File: src/rtl/pass_update_pkg.sv
`default_nettype none
// ============================================================================
// Module   : pass_pkg
// Brief    : Shared types and helpers for the password write-back path.
// Revision : 1.0 - initial release
// ============================================================================
package pass_pkg;

    localparam int          WIDTH     = 32;
    localparam logic [31:0] LFSR_MASK = 32'h8020_0003;

    typedef enum logic [2:0] {
        IDLE    = 3'd0,
        GEN     = 3'd1,
        WR_LOCK = 3'd2,
        WR_KEY  = 3'd3,
        DONE    = 3'd4,
        ERR     = 3'd5
    } state_t;

    // Right-shifting Galois step; a nonzero state never maps to zero.
    function automatic logic [31:0] lfsr_next(input logic [31:0] cur);
        return {1'b0, cur[31:1]} ^ (cur[0] ? LFSR_MASK : 32'h0);
    endfunction

endpackage
`default_nettype wire

File: src/rtl/pass_update_if.sv
`default_nettype none
// ============================================================================
// Module   : pass_update_if
// Brief    : Lock/Key write bus: two req/ack pairs sharing one data word.
// Revision : 1.0 - initial release
// ============================================================================
interface pass_update_if #(
    parameter int WIDTH = pass_pkg::WIDTH
);
    logic             lock_wr_req;
    logic             lock_wr_ack;
    logic             key_wr_req;
    logic             key_wr_ack;
    logic [WIDTH-1:0] newPass;

    modport master (
        output lock_wr_req,
        output key_wr_req,
        output newPass,
        input  lock_wr_ack,
        input  key_wr_ack
    );

    modport slave (
        input  lock_wr_req,
        input  key_wr_req,
        input  newPass,
        output lock_wr_ack,
        output key_wr_ack
    );
endinterface
`default_nettype wire

File: src/rtl/pass_update_wr_port.sv
`default_nettype none
// ============================================================================
// Module   : pass_wr_port
// Brief    : One req/ack write target with per-attempt timeout and retries.
// Revision : 1.0 - initial release
// ============================================================================
module pass_wr_port #(
    parameter int TIMEOUT   = 16,
    parameter int MAX_RETRY = 3
) (
    input  wire  clk,
    input  wire  reset,
    input  logic i_start,
    input  logic i_ack,
    output logic o_req,
    output logic o_done,
    output logic o_fail
);

    localparam int             TW         = (TIMEOUT > 1) ? $clog2(TIMEOUT) : 1;
    localparam int             RW         = $clog2(MAX_RETRY + 1);
    localparam logic [TW-1:0]  TIMER_LAST = TW'(TIMEOUT - 1);
    localparam logic [RW-1:0]  RETRY_LAST = RW'(MAX_RETRY - 1);
    localparam logic [RW-1:0]  RETRY_MAX  = RW'(MAX_RETRY);

    logic          r_req;
    logic          r_gap;
    logic [TW-1:0] r_timer;
    logic [RW-1:0] r_retry;
    logic          w_timeout;

    // An ack on the timeout cycle still counts as success.
    assign w_timeout = r_req & ~i_ack & (r_timer == TIMER_LAST);
    assign o_done    = r_req & i_ack;
    assign o_fail    = w_timeout & (r_retry == RETRY_LAST);
    assign o_req     = r_req;

    always_ff @(posedge clk) begin
        if (reset) begin
            r_req   <= 1'b0;
            r_gap   <= 1'b0;
            r_timer <= '0;
            r_retry <= '0;
        end else if (i_start) begin
            r_req   <= 1'b1;
            r_gap   <= 1'b0;
            r_timer <= '0;
            r_retry <= '0;
        end else if (r_req) begin
            if (i_ack) begin
                r_req   <= 1'b0;
                r_timer <= '0;
            end else if (r_timer == TIMER_LAST) begin
                r_req   <= 1'b0;
                r_timer <= '0;
                r_retry <= (r_retry == RETRY_MAX) ? RETRY_MAX : r_retry + 1'b1;
                r_gap   <= (r_retry != RETRY_LAST);
            end else begin
                r_timer <= r_timer + 1'b1;
            end
        end else if (r_gap) begin
            r_gap <= 1'b0;
            r_req <= 1'b1;
        end
    end

endmodule
`default_nettype wire

File: src/rtl/pass_update.sv
`default_nettype none
// ============================================================================
// Module   : pass_update
// Brief    : Generates a fresh password after a match and writes Lock then Key.
// Revision : 1.0 - initial release
// ============================================================================
module pass_update #(
    parameter int          WIDTH     = pass_pkg::WIDTH,
    parameter logic [31:0] SEED      = 32'hACE1_2345,
    parameter int          TIMEOUT   = 16,
    parameter int          MAX_RETRY = 3
) (
    input  wire              clk,
    input  wire              reset,
    input  logic             unlockDoor,
    input  logic             readLock,
    input  logic             readKey,
    input  logic [WIDTH-1:0] oldPass,
    pass_update_if.master    wrBus,
    output logic             busy,
    output logic             update_done,
    output logic             update_err
);
    import pass_pkg::*;

    state_t           r_state;
    logic [31:0]      r_lfsr;
    logic             r_unlockPrev;
    logic [WIDTH-1:0] r_newPass;
    logic             r_busy;
    logic             r_done;
    logic             r_err;
    logic             r_keyStart;

    logic w_idleLike;
    logic w_trigger;
    logic w_genMatch;
    logic w_lockStart;
    logic w_lockDone;
    logic w_lockFail;
    logic w_keyDone;
    logic w_keyFail;

    assign w_idleLike  = (r_state == IDLE) | (r_state == DONE) | (r_state == ERR);
    assign w_trigger   = unlockDoor & ~r_unlockPrev & ~readLock & ~readKey & w_idleLike;
    assign w_genMatch  = (r_lfsr[WIDTH-1:0] == oldPass);
    assign w_lockStart = (r_state == GEN) & ~w_genMatch;

    pass_wr_port #(
        .TIMEOUT   (TIMEOUT),
        .MAX_RETRY (MAX_RETRY)
    ) u_lockPort (
        .clk     (clk),
        .reset   (reset),
        .i_start (w_lockStart),
        .i_ack   (wrBus.lock_wr_ack),
        .o_req   (wrBus.lock_wr_req),
        .o_done  (w_lockDone),
        .o_fail  (w_lockFail)
    );

    // Key request starts one cycle after the Lock request drops.
    pass_wr_port #(
        .TIMEOUT   (TIMEOUT),
        .MAX_RETRY (MAX_RETRY)
    ) u_keyPort (
        .clk     (clk),
        .reset   (reset),
        .i_start (r_keyStart),
        .i_ack   (wrBus.key_wr_ack),
        .o_req   (wrBus.key_wr_req),
        .o_done  (w_keyDone),
        .o_fail  (w_keyFail)
    );

    always_ff @(posedge clk) begin
        if (reset) begin
            r_state      <= IDLE;
            r_lfsr       <= SEED;
            r_unlockPrev <= 1'b0;
            r_newPass    <= '0;
            r_busy       <= 1'b0;
            r_done       <= 1'b0;
            r_err        <= 1'b0;
            r_keyStart   <= 1'b0;
        end else begin
            r_lfsr       <= lfsr_next(r_lfsr);
            r_unlockPrev <= unlockDoor;
            r_keyStart   <= w_lockDone;
            r_done       <= 1'b0;
            case (r_state)
                IDLE, DONE, ERR: begin
                    if (w_trigger) begin
                        r_state <= GEN;
                        r_busy  <= 1'b1;
                        r_err   <= 1'b0;
                    end else if (r_state == DONE) begin
                        r_state <= IDLE;
                    end
                end
                GEN: begin
                    // A candidate equal to the current password is skipped.
                    r_newPass <= r_lfsr[WIDTH-1:0];
                    if (!w_genMatch) begin
                        r_state <= WR_LOCK;
                    end
                end
                WR_LOCK: begin
                    if (w_lockDone) begin
                        r_state <= WR_KEY;
                    end else if (w_lockFail) begin
                        r_state <= ERR;
                        r_busy  <= 1'b0;
                        r_err   <= 1'b1;
                    end
                end
                WR_KEY: begin
                    if (w_keyDone) begin
                        r_state <= DONE;
                        r_busy  <= 1'b0;
                        r_done  <= 1'b1;
                    end else if (w_keyFail) begin
                        r_state <= ERR;
                        r_busy  <= 1'b0;
                        r_err   <= 1'b1;
                    end
                end
                default: begin
                    r_state <= IDLE;
                    r_busy  <= 1'b0;
                end
            endcase
        end
    end

    assign wrBus.newPass = r_newPass;
    assign busy          = r_busy;
    assign update_done   = r_done;
    assign update_err    = r_err;

endmodule
`default_nettype wire

File: src/flat_wrapper.sv
// flat-port wrapper written by rule: the top's interface ports become plain ports
module pass_update_flat import pass_pkg::*;
#(
    parameter int          WIDTH     = pass_pkg::WIDTH,
    parameter logic [31:0] SEED      = 32'hACE1_2345,
    parameter int          TIMEOUT   = 16,
    parameter int          MAX_RETRY = 3
)
  (clk, reset, unlockDoor, readLock, readKey, oldPass, busy, update_done, update_err, wrBus_lock_wr_req, wrBus_key_wr_req, wrBus_newPass, wrBus_lock_wr_ack, wrBus_key_wr_ack);
  pass_update_if #(.WIDTH(WIDTH)) wrBus_i ();
  input  wire clk;
  input  wire reset;
  input  logic unlockDoor;
  input  logic readLock;
  input  logic readKey;
  input  logic [WIDTH-1:0] oldPass;
  output logic busy;
  output logic update_done;
  output logic update_err;
  output wire logic [$bits(wrBus_i.lock_wr_req)-1:0] wrBus_lock_wr_req;
  output wire logic [$bits(wrBus_i.key_wr_req)-1:0] wrBus_key_wr_req;
  output wire logic [$bits(wrBus_i.newPass)-1:0] wrBus_newPass;
  input wire logic [$bits(wrBus_i.lock_wr_ack)-1:0] wrBus_lock_wr_ack;
  input wire logic [$bits(wrBus_i.key_wr_ack)-1:0] wrBus_key_wr_ack;
  assign wrBus_lock_wr_req = wrBus_i.lock_wr_req;
  assign wrBus_key_wr_req = wrBus_i.key_wr_req;
  assign wrBus_newPass = wrBus_i.newPass;
  assign wrBus_i.lock_wr_ack = wrBus_lock_wr_ack;
  assign wrBus_i.key_wr_ack = wrBus_key_wr_ack;
  pass_update #(.WIDTH(WIDTH), .SEED(SEED), .TIMEOUT(TIMEOUT), .MAX_RETRY(MAX_RETRY)) u_core (.clk(clk), .reset(reset), .unlockDoor(unlockDoor), .readLock(readLock), .readKey(readKey), .oldPass(oldPass), .wrBus(wrBus_i), .busy(busy), .update_done(update_done), .update_err(update_err));
endmodule
File: config.mk
export PLATFORM = sky130hd
export DESIGN_NAME = pass_update_flat
export DESIGN_NICKNAME = d
export VERILOG_FILES = /design/src/rtl/pass_update_pkg.sv /design/src/rtl/pass_update_if.sv /design/src/rtl/pass_update_wr_port.sv /design/src/rtl/pass_update.sv /design/src/flat_wrapper.sv
export SDC_FILE = /design/constraint.sdc
export NUM_CORES = 1
export LEC_CHECK = 0
export ABC_AREA = 1
export CAP_MARGIN = 30
export CORE_UTILIZATION = 55
export CTS_CLUSTER_SIZE = 30
export DETAILED_ROUTE_END_ITERATION = 8
export PLACE_DENSITY = 0.85
export REMOVE_ABC_BUFFERS = 1
export SETUP_SLACK_MARGIN = 0.4
export SLEW_MARGIN = 20
export SYNTH_ARGS = -nofsm -noshare
export SYNTH_HDL_FRONTEND = slang
export SYNTH_HIERARCHICAL = 1
export SYNTH_SLANG_ARGS = --single-unit
File: constraint.sdc
create_clock -name clk -period 3.65 [get_ports clk]
set_input_delay 0.73 -clock clk [delete_from_list [all_inputs] [get_ports clk]]
set_output_delay 0.73 -clock clk [all_outputs]
set_load 0.03 [all_outputs]
# Word level (Yosys, flattened, before mapping)
# Cells that the tools add are included.
# word_totals
regBits	88
inputBits	39
output_inout_bits	37
# op_classes
n_addsub	4
n_eq_ne	23
muxes	38
n_bitwise	26
reduce_logical	15
# op_table
operator	count
$eq 32x32->1	1
$mux 32	1
$xor 31x32->32	1
$mux 1	21
$mux 3	7
$mux 4	4
$ne 2x2->1 const B	7
$and 1x1->1	13
$pmux 3 s4	1
$not 1->1	10
$reduce_or 3->1	3
$add 4x1->4 const B	2
$eq 2x2->1 const B	4
$eq 4x4->1 const B	2
$eq 3x2->1 const B	2
$eq 3x3->1 const B	2
$reduce_and 3->1	2
$reduce_and 6->1	1
$reduce_or 2->1	3
$reduce_and 5->1	1
$add 2x1->2 const B	2
$mux 2	2
$pmux 1 s4	1
$reduce_and 2->1	2
other kinds (10)	11

# Logic depth before layout (Yosys ltp)
# logic_depth
depth_word	7
mapped_depth	11
ltp_nobuf	11

# Cells and area by module
# The synthesis kept the hierarchy.
# by_module_without_submodules
mod	instances	cells_per_inst	area_per_inst_um2
pass_update	1	373	2892.8
pass_wr_port (u_core.u_lockPort)	1	53	399.1
pass_wr_port (u_core.u_keyPort)	1	54	397.9

# Worst setup path before layout
# OpenSTA, ideal clock, no wires.
# synth_path
kind	in2reg
start	input port wrBus_key_wr_ack
end	register u_core.r_err (netlist: u_core/update_err)
setup_time_ps	117
t_arrival_ps	1802
path_slack_ps	1731
path_stages	10
path_cell_list	inv_1 -> nand2_2 -> nor3_1 -> nand2_1 -> nand3_1 -> o21ai_0 -> nor3_1 -> nand3_1 -> o21ai_1 -> a21oi_1
# synth_via
elab_chain_len	6
# synth_rtl
element	line	text
start, declared	flat_wrapper.sv:24	input wire logic [$bits(wrBus_i.key_wr_ack)-1:0] wrBus_key_wr_ack;
$not 1->1 (no source line)	-	
$and 1x1->1 (2 in a row)	pass_update_wr_port.sv:33	assign w_timeout = r_req & ~i_ack & (r_timer == TIMER_LAST);
$and 1x1->1	pass_update_wr_port.sv:35	assign o_fail = w_timeout & (r_retry == RETRY_LAST);
named net u_core.w_keyFail	pass_update.sv:42	logic w_keyFail;
$ne 2x2->1 (no source line)	-	
$reduce_and 6->1 (no source line)	-	
end signal, assigned	pass_update.sv:84	r_err <= 1'b0;
end signal, assigned	pass_update.sv:96	r_err <= 1'b0;
end signal, assigned	pass_update.sv:114	r_err <= 1'b1;
end, declared	pass_update.sv:32	logic r_err;
# The timed path passes the listed nets, and every way through them passes these cells.
# A chain may end at the register's enable or synchronous reset.

# Final worst setup path
# layout_path
start	register u_core.u_keyPort.r_req (netlist: u_core/u_keyPort/o_req)
end	output port wrBus_key_wr_req
# layout_rtl
element	line	text
start, declared	pass_update_wr_port.sv:26	logic r_req;
start signal, assigned	pass_update_wr_port.sv:40	r_req <= 1'b0;
start signal, assigned	pass_update_wr_port.sv:45	r_req <= 1'b1;
start signal, assigned	pass_update_wr_port.sv:51	r_req <= 1'b0;
end, declared	flat_wrapper.sv:21	output wire logic [$bits(wrBus_i.key_wr_req)-1:0] wrBus_key_wr_req;
# No word-level cell between the ends.

==> results.md <==
* Worst Path Arrival at 1.51 ns
* Filler cell count at 481
* Overall power at 0.00290 W
* Hold path cells at 2
* First-pass iteration count of the detailed router at 6
* ANT cells at 0
* CP Cell Sequence: clkdlybuf4s50_1
* Overflow after GRT at 0
* Post-synth cell types at 33
* Mapped Area at 3690 um^2
* Final hold violations at 0
* Most numerous cell in the Yosys netlist: nand2_1
* Total GRT Usage at 0.243
* Crit path max-delay family: buffers and inverters
* Routability congestion estimate at 0.879
* Slew Limit Fails at 0
* Post-synth top area cell: dfxtp_1
* Initial DRC count at 127
* H-Tree Depth at 3
* CTS buffer count at 9
* Worst slew margin at 0.673
* Status: complete, but fails checks
* # port buffers at 75
* Worst-path clk slew at 0.08 ns
* Routed vias at 3,197
* Worst path max stage delay at 0.71 ns
* Worst min-delay path category: reg2reg
* # Max-Cap Violations at 0
* Main flop type after synthesis: dfxtp_1
* Slowest-stage cell, CP: clkdlybuf4s50_1
* Final WL at 8050 um
* Fin nets at 595
* Final worst slack at 1.41 ns
* Multiplexer share of the synthesized area at 0
* Synth Area in Adders at 0.00678
* Syn-to-layout area delta at 28.0%
* Post-route insts no fill at 636
* Worst Tran Pin Value at 0.489 ns
* Compound-gate portion of the synthesized area at 0.127
* Unrepaired setup endpoints after global routing: false
* Largest family of logic cells by synthesized area: simple AND/OR/NAND/NOR gates
* Final Core Density at 0.736
* Avg Cell Area, Syn at 7.69 um^2
* Syn Inst Count at 480
* Post-CTS Setup Inserts at 0
* Stages on the worst setup path at 1
* Critical path type: reg2out
* CTS tree: done
* Post-synth top cells: 107 x nand2_1, 88 x dfxtp_1, 50 x a21oi_1
* Share of flip-flops with an asynchronous set or reset at 0
* Simple-Gate Fraction of Synth Area at 0.255
* Cell depth of the worst flop-to-flop path at 5
* Initial antenna violation count at 0
* Leak at 1.97 nW
* Hold buffer count at CTS at 0
* Fin Setup TNS at 0 ns
* WP data required at 2.92 ns
* Synth area leaders: dfxtp_1 48%, nand2_1 11%, a21oi_1 6.8%
* Sequential fraction of the synthesis area at 0.477
* VDD IR-drop max at 0.381 mV
* Clk_lat worst skew at 0.35 ns
* Final HPWL DP at 5730 um
* CTS Sinks at 88
* PwrDens at 614 nW/um^2
* Largest buffer count on any clock path at 2
* Largest net degree at the start of global routing at 46
* Initial Util at 0.575
* Die span in x at 83.9 um
* FF+latch area at 1760 um^2
* FP Rows at 29
* Cells after DPL at 619
* Share of cells above drive strength 1 at 0.120
* Residual DRC at 8
* Min cycle time layout at 2.24 ns
* Vias per cell at 5.03
* First-pass GRT wire length at 13,800 um
* DR WL/cell at 12.7 um
* Setup Slack @ Placement at 1.13 ns
* CTS root buffer: clkbuf_8
* Synth Area in XOR/XNOR at 0.0522
* Setup violators final at 0
* ANT nets after route at 0
* Failing checks: design-rule violations
* Vias in the first global route at 3,218
* Clock skew at 0.00587 ns
* Reg2reg setup slack at 1.53 ns
* Yosys top cell area share at 0.477
* Die height at 83.9 um
* Synth Warn # at 6
* Max Freq at 0.446 GHz
* Worst Path Buf+Inv at 1
* Post-cts sizing count at 0
* Area of the multi-input gates at 1630 um^2
* Part of the cycle the worst path needs at 0.614
* Core area at 6420 um^2
* Die ar. at 7040 um^2
* # IOs at 76
* Critical path capture point type: primary output
* Seq cells post-synth at 88
* Startpoint types: flop
* Critical path fanouts, max at 7
* Post-synth EDFFs at 0
[sequential cells by signal, indices dropped and copies added, names as in the netlist]
name                       flops
u_core/busy                    1
u_core/r_keyStart              1
u_core/r_lfsr                 32
u_core/r_state                 3
u_core/r_unlockPrev            1
u_core/u_keyPort/o_req         1
u_core/u_keyPort/r_gap         1
u_core/u_keyPort/r_retry       2
u_core/u_keyPort/r_timer       4
u_core/u_lockPort/o_req        1
u_core/u_lockPort/r_gap        1
u_core/u_lockPort/r_retry      2
u_core/u_lockPort/r_timer      4
u_core/update_done             1
u_core/update_err              1
u_core/wrBus.newPass          32
[area by class of cell]
cell class	instances	area share
clock buffer	12	0.0328
clock inverter	4	0.0162
inverter	61	0.0485
multi-input combinational	316	0.344
sequential	88	0.373
tap	77	0.0204
timing repair buffer	78	0.165
[through the flow]
stage | hold slack [ns] | cell area (um^2)
2_1_floorplan | 0.427 | 3620
3_3_place_gp | 0.436 | 4480
3_5_place_dp | 0.442 | 4480
4_1_cts | 0.459 | 4710
5_1_grt | 0.480 | 4720
6_report | 0.460 | 4720
[where the power goes]
group / switching, W / internal [W] / leakage, nW
logic: 0.000571 / 0.000378 / 1.13
clock network: 0.000334 / 0.000425 / 0.113
registers: 0.0000964 / 0.00110 / 0.722
total: 0.00100 / 0.00190 / 1.97
[metal layers]
layer	vias up	global-route usage	wire [um]
met1	1459	0.292	3610
met3	11	0.0564	468
met4	0	0.0862	102
li1	1655	-	-
met5	-	0	0
met2	72	0.425	3870
[kinds of logic (layout without fill, tap and decap cells)]
kind of cell | Yosys count | after routing
AO/OA/AOI/OAI | 89 | 89
buffers and inverters | 76 | 155
flip-flops | 88 | 88
XOR/XNOR | 22 | 22
adder cells (fa/ha/maj) | 2 | 2
AND/OR/NAND/NOR | 203 | 203
[worst register-to-register path, stage by stage (launching register included)]
cell and delay [ns]:
dfxtp_1 0.52, nand3_2 0.34, inv_2 0.50, buf_4 0.39, o21ai_0 0.14, a21oi_1 0.15
[path summary, 6_finish.rpt]
check                                     from                              endpoint
min               u_core/r_lfsr[25]$_SDFF_PP0_          u_core/r_lfsr[24]$_SDFF_PP0_
max reg2reg     u_core/r_state[0]$_SDFFE_PP0P_  u_core/wrBus.newPass[1]$_SDFFE_PP0P_
max          u_core/u_keyPort/o_req$_SDFF_PP0_                      wrBus_key_wr_req
min reg2reg       u_core/r_lfsr[25]$_SDFF_PP0_          u_core/r_lfsr[24]$_SDFF_PP0_
[layout by cell type (no fill, tap or decap), types with 11 or more instances in the layout]
cell type	synthesis	routed
nand2_1	107	107
dfxtp_1	88	88
clkdlybuf4s50_1	0	75
a21oi_1	50	50
inv_1	47	47
nor2_1	44	44
xnor2_1	22	22
o21ai_0	19	19
inv_2	13	13
o21ai_1	13	13
clkbuf_8	0	11
Note: power is estimated with default switching activity, not from simulation.
